## config.mk

```make
export PLATFORM = sky130hd
export DESIGN_NAME = decode
export DESIGN_NICKNAME = d
export VERILOG_FILES = /design/src/rtl/decode.sv
export SDC_FILE = /design/constraint.sdc
export NUM_CORES = 2
export LEC_CHECK = 0
export ABC_AREA = 0
export CORE_MARGIN = 4
export CORE_UTILIZATION = 30
export CTS_BUF_LIST = sky130_fd_sc_hd__clkbuf_4
export DETAILED_ROUTE_END_ITERATION = 10
export DONT_BUFFER_PORTS = 1
export REMOVE_ABC_BUFFERS = 1
export SETUP_SLACK_MARGIN = 0.3
export SYNTH_ARGS = -nofsm -noshare
export SYNTH_HDL_FRONTEND = slang
export SYNTH_SLANG_ARGS = --single-unit
```

## constraint.sdc

```tcl
create_clock -name clk -period 40.4 [get_ports clk]
set_input_delay 4.04 -clock clk [delete_from_list [all_inputs] [get_ports clk]]
set_output_delay 4.04 -clock clk [all_outputs]
set_load 0.005 [all_outputs]
```

## src/rtl/decode.sv

```systemverilog
// Decode-stage register file: two combinational read ports and one write port.
// Define DECODE_BYPASS_EN to forward same-cycle write data to matching read ports.
module decode #(
  parameter int WIDTH = 32,
  parameter int DEPTH = 5
) (
  input  logic             clk,
  input  logic             rst,
  input  logic             RegWrite,
  input  logic             memReg,
  input  logic             RegDst,
  input  logic [DEPTH-1:0] Reg1,
  input  logic [DEPTH-1:0] Reg2,
  input  logic [15:0]      Inmediate,
  input  logic [WIDTH-1:0] ALUres,
  input  logic [WIDTH-1:0] RData,
  output logic [WIDTH-1:0] RD1,
  output logic [WIDTH-1:0] RD2
);

  localparam int NUMREGS = 2 ** DEPTH;

  logic [WIDTH-1:0] regs [NUMREGS];
  logic [4:0]       rdField;
  logic [DEPTH-1:0] rdAddr;
  logic [DEPTH-1:0] wAddr;
  logic [WIDTH-1:0] wData;
  logic             wEn;
  logic             unusedImm;

  // The rd field is always 5 bits wide; the cast zero-extends or truncates it to DEPTH.
  assign rdField   = Inmediate[15:11];
  assign rdAddr    = DEPTH'(rdField);
  assign unusedImm = ^Inmediate[10:0];

  assign wAddr = RegDst ? rdAddr : Reg2;
  assign wData = memReg ? RData : ALUres;
  assign wEn   = RegWrite && !rst && (wAddr != '0);

  always_ff @(posedge clk or posedge rst) begin
    if (rst) begin
      for (int i = 0; i < NUMREGS; i++) begin
        regs[i] <= '0;
      end
    end else if (wEn) begin
      regs[wAddr] <= wData;
    end
  end

  // Register 0 reads as zero even before the first reset clears the array.
  always_comb begin
    RD1 = '0;
    RD2 = '0;
    if (Reg1 != '0) RD1 = regs[Reg1];
    if (Reg2 != '0) RD2 = regs[Reg2];
`ifdef DECODE_BYPASS_EN
    if (wEn && (Reg1 == wAddr)) RD1 = wData;
    if (wEn && (Reg2 == wAddr)) RD2 = wData;
`endif
  end

endmodule

```

# Word level (Yosys, flattened, before mapping)
# Index checks and enable logic that the tools add are counted.
dict set report totals {
  reg_bits 1024
  output_inout_bits 64
  elab_cells 59
}
dict set report op_classes {
  magnitude_cmp 4
  mux 13
  n_bitwise 3
  reduce_logical 7
}
# op count
set op_table {}
lappend op_table {{$bwmux W1024} 1}
lappend op_table {{$bmux W32 S5} 2}
lappend op_table {{$mux W32} 8}
lappend op_table {{$demux W32 S5} 1}
lappend op_table {{$ge A6 B6 Y1 const B} 3}
lappend op_table {{$not A5 Y6} 3}
lappend op_table {{$reduce_bool A5 Y1} 3}
lappend op_table {{$lt A6 B1 Y1 const B} 1}
lappend op_table {{$mux W5} 1}
lappend op_table {{$logic_and A1 B1 Y1} 3}
lappend op_table {{$logic_not A1 Y1} 1}

# Depth between registers and ports, before layout
dict set report depth {
  word_depth 7
  depth_mapped 9
  mapped_depth_nobuf 5
}

# Worst setup path after synthesis
# OpenSTA, ideal clock, no wires.
dict set report synth_timing {
  kind {input to output}
  from {input Reg2[0]}
  to {output RD2[13]}
  arrival_ns 5.673
  required_ns 36.360
  setup_slack_ns 30.687
  cell_stages 8
  path_cell_list {buf_4 -> buf_6 -> buf_4 -> buf_2 -> mux4_2 -> mux2i_1 -> o22ai_1 -> a21o_1}
}
dict set report synth_via {
  elab_chain_cells 5
  word_cells_on_any_way 6
  cone_classes {4 x mux; 1 x bitwise; 1 x reduce/logical}
}
# item line
set synth_lines {}
lappend synth_lines {{start: declaration} 13} ;# input logic [DEPTH-1:0] Reg2,
lappend synth_lines {{$not A5 Y6 (implied by the code)} 55} ;# if (Reg2 != '0) RD2 = regs[Reg2];
lappend synth_lines {{$bmux W32 S5} 55}
lappend synth_lines {{$mux W32 (implied by the code) (2 in a row)} 55}
lappend synth_lines {{$mux W32 (*)} 55}
lappend synth_lines {{end: declaration} 18} ;# output logic [WIDTH-1:0] RD2
# Mark *: on every way between the ends. The rest lies on a longest branch, timed or not. The select of a mux whose other input is x is not followed.

# Final worst setup path
dict set report layout_timing {
  from {input Reg2[2]}
  to {output RD2[0]}
}
# The elaborated chain is that of the path after synthesis.

==> results_dict.tcl <==
set metrics [dict create \
    critical_path.max_stage_delay_ns 0.83 \
    cts_resized 0 \
    place_area_um2 54900 \
    die_w_um 429 \
    synth_seq_cells 1024 \
    num_rows 154 \
    clockBufferDepth 4 \
    place_ws_ns 29.96 \
    syn_area_um2 53200 \
    nFillCells 17600 \
    rsz0062_at_grt "no" \
    start_util 0.302 \
    grt_start_max_net_pins 260 \
    postCtsSetupBuffers 0 \
    ff2ff_path_depth 2 \
    synth_xor_area_frac 0 \
    fp.dieH_um 429 \
    timing.final.hold_violations 0 \
    path_buf_inv 1 \
    crit_fanout 153 \
    critPathRequiredTime_ns 36.36 \
    final_util 0.329 \
    worstReg2RegEnd "regs[574]" \
    regMostFlops "regs" \
    first_pass_iters 7 \
    fin_tns_setup_ns 0 \
    synth_compound_area_frac 0.123 \
    synthSimpleGateAreaFrac 0.0840 \
    grt_remaining_overflow 0 \
    ff2ff_setup_slack_ns 39.62 \
    viasPerCell 5.41 \
    grt_usage 0.177 \
    cp_slowest_cell "nor2_1" \
    worst-setup-path-type "in -> out" \
    min_path_type "reg -> reg" \
    gp_congestion 0.784 \
    drtIter0Drc 3053 \
    finalClockSkew_ns 0 \
    cp-start-kind "input pin" \
    power.leakage_uw 0.0248 \
    syn_to_final_growth_pct 9.06 \
    cpLargestDelayFamily "simple AND/OR/NAND/NOR gates" \
    synth.area.top_cells "dfrtp_1 48%, mux4_2 21%, a21oi_1 5.2%" \
    nNetsFinal 4611 \
    core-area_um2 176000 \
    cap_viol_max_count 0 \
    powerDensity_nw_per_um2 47.8 \
    synth_top_area_cell "dfrtp_1" \
    yosys.area_share.adder 0 \
    synthMuxAreaShare 0.267 \
    synth_top_family_by_area "multiplexers" \
    tritoncts "yes" \
    final_cell_area_um2 58000 \
    avgSynthCellArea_um2 11.4 \
    arrival_ns 6.41 \
    slew_headroom 0.199 \
    synthFlopType "dfrtp_1" \
    synth.top_cells.by_count "1024 x dfrtp_1, 551 x a21oi_1, 531 x nand2_1" \
    worst_pin_slew_ns 1.20 \
    min_path_cells 0 \
    cts_buffers 278 \
    r2r-start "regs[574]" \
    crit_path_frequent_cell "a31oi_1" \
    synth_seq_area_share 0.482 \
    yosysMostFrequentCell "dfrtp_1" \
    path_clk_slew_ns 0.07 \
    hold_end "regs[1013]" \
    setup_slack_ns 29.95 \
    post-dp-hpwl_um 88400 \
    synthCells 4650 \
    htree_num_levels 5 \
    peakVddDrop_mv 0.0238 \
    status "finished, final reports clean" \
    synth_top_area_frac 0.482 \
    top_regs "regs x1024" \
    setup_violations 0 \
    drive_above_1_share 0.235 \
    die-area_um2 184000 \
    synth-async-reset-ratio 1.00 \
    hold_slack_ns 0.396 \
    grt_pass1_vias 39100 \
    via_count 38100 \
    synth-edff-count 0 \
    crit_path_cell_trace "clkinv_1, nor2_1, a22oi_1, a31oi_1, a31oi_1" \
    holdCritStartpoint "regs[1013]" \
    antenna_left 0 \
    drcViolationCount 0 \
    yosys_warnings 0 \
    synth.distinct_cells 53 \
    grt_pass1_wl_um 249000 \
    cts.sinks 1024 \
    largest_reg_flops 1024 \
    port_buffers 0 \
    layout_min_cycle_time_ns 10.45 \
    fin_crit_sh 0.259 \
    pin_count 159 \
    clk_latency_ns 1.17 \
    drv_slew 0 \
    worstSetupEndpointType "primary output" \
    wirelength_um 165000 \
    timing.fmax_mhz 95.7 \
    root_buffer "clkbuf_4" \
    post_drt_wl_per_cell_um 23.5 \
    hold_buffers 0 \
    antenna_found_initial 2 \
]
[worst max-delay path by stage]
stage             from      end  slack [ns]  cells past startpoint
4_1_cts        Reg2[4]  RD2[31]       29.99                      5
5_1_grt        Reg2[4]  RD2[25]       29.94                      5
3_3_place_gp   Reg2[4]  RD2[31]       29.98                      5
2_1_floorplan      rst  regs[0]        7.54                      1
3_5_place_dp   Reg2[4]  RD2[31]       29.96                      5
6_report       Reg2[2]   RD2[0]       29.95                      5
[layout make-up]
type                            count  area, um2  share of cell area
Antenna cell                        8       20.0            0.000345
Sequential cell                  1024      25600               0.442
Timing Repair Buffer               90        688              0.0119
Multi-Input combinational cell   3119      25600               0.441
Tap cell                         2340       2930              0.0505
Inverter                            3       18.8            0.000324
Clock buffer                      378       2840              0.0489
Clock inverter                     67        290             0.00500
[layer usage]
metal	track usage	up-vias	wire length (um)
li1	-	16800	-
met1	0.218	19500	65200
met2	0.300	1366	81800
met3	0.0410	364	11200
met4	0.0731	0	6800
met5	0	-	0
[report_power, final]
part / internal [uW] / switching, uW / total (uW) / leakage, uW
logic: 303 / 233 / 536 / 0.00942
clock network: 437 / 433 / 870 / 0.00189
registers: 1220 / 149 / 1370 / 0.0135
total: 1960 / 815 / 2770 / 0.0248
[placed cells by master (no fill, tap or decap), types with 2 or more instances in the layout]
cell type,count
o22ai_1,29
o2111ai_4,3
a22o_1,8
nor2b_1,11
o21ai_0,456
a2111oi_0,4
a21oi_1,551
o21ai_1,57
mux2i_2,32
a211oi_1,5
diode_2,8
nor2_1,521
a22oi_2,2
nand2_1,531
dfrtp_1,1024
a22oi_1,13
nand3_4,12
nand2b_1,5
clkbuf_4,378
mux4_2,500
a31oi_1,15
buf_4,89
a21o_1,26
a221o_1,32
mux2i_1,218
inv_2,5
o2111ai_1,4
mux2_2,38
nor3_4,14
clkinv_2,10
nor2_2,2
nand3_1,10
clkinv_1,52
[through the flow]
stage | instances | power [uW]
2_1_floorplan | 4146 | 1770
3_3_place_gp | 6576 | 1890
3_5_place_dp | 6576 | 1920
4_1_cts | 7021 | 2800
5_1_grt | 7026 | 2940
6_report | 7029 | 2770
[logic make-up after synthesis]
family          count (synthesis)
compound gates               1214
flops                        1024
simple gates                 1116
mux                           789
buf+inv                       507
Note: power is estimated with default switching activity, not from simulation.
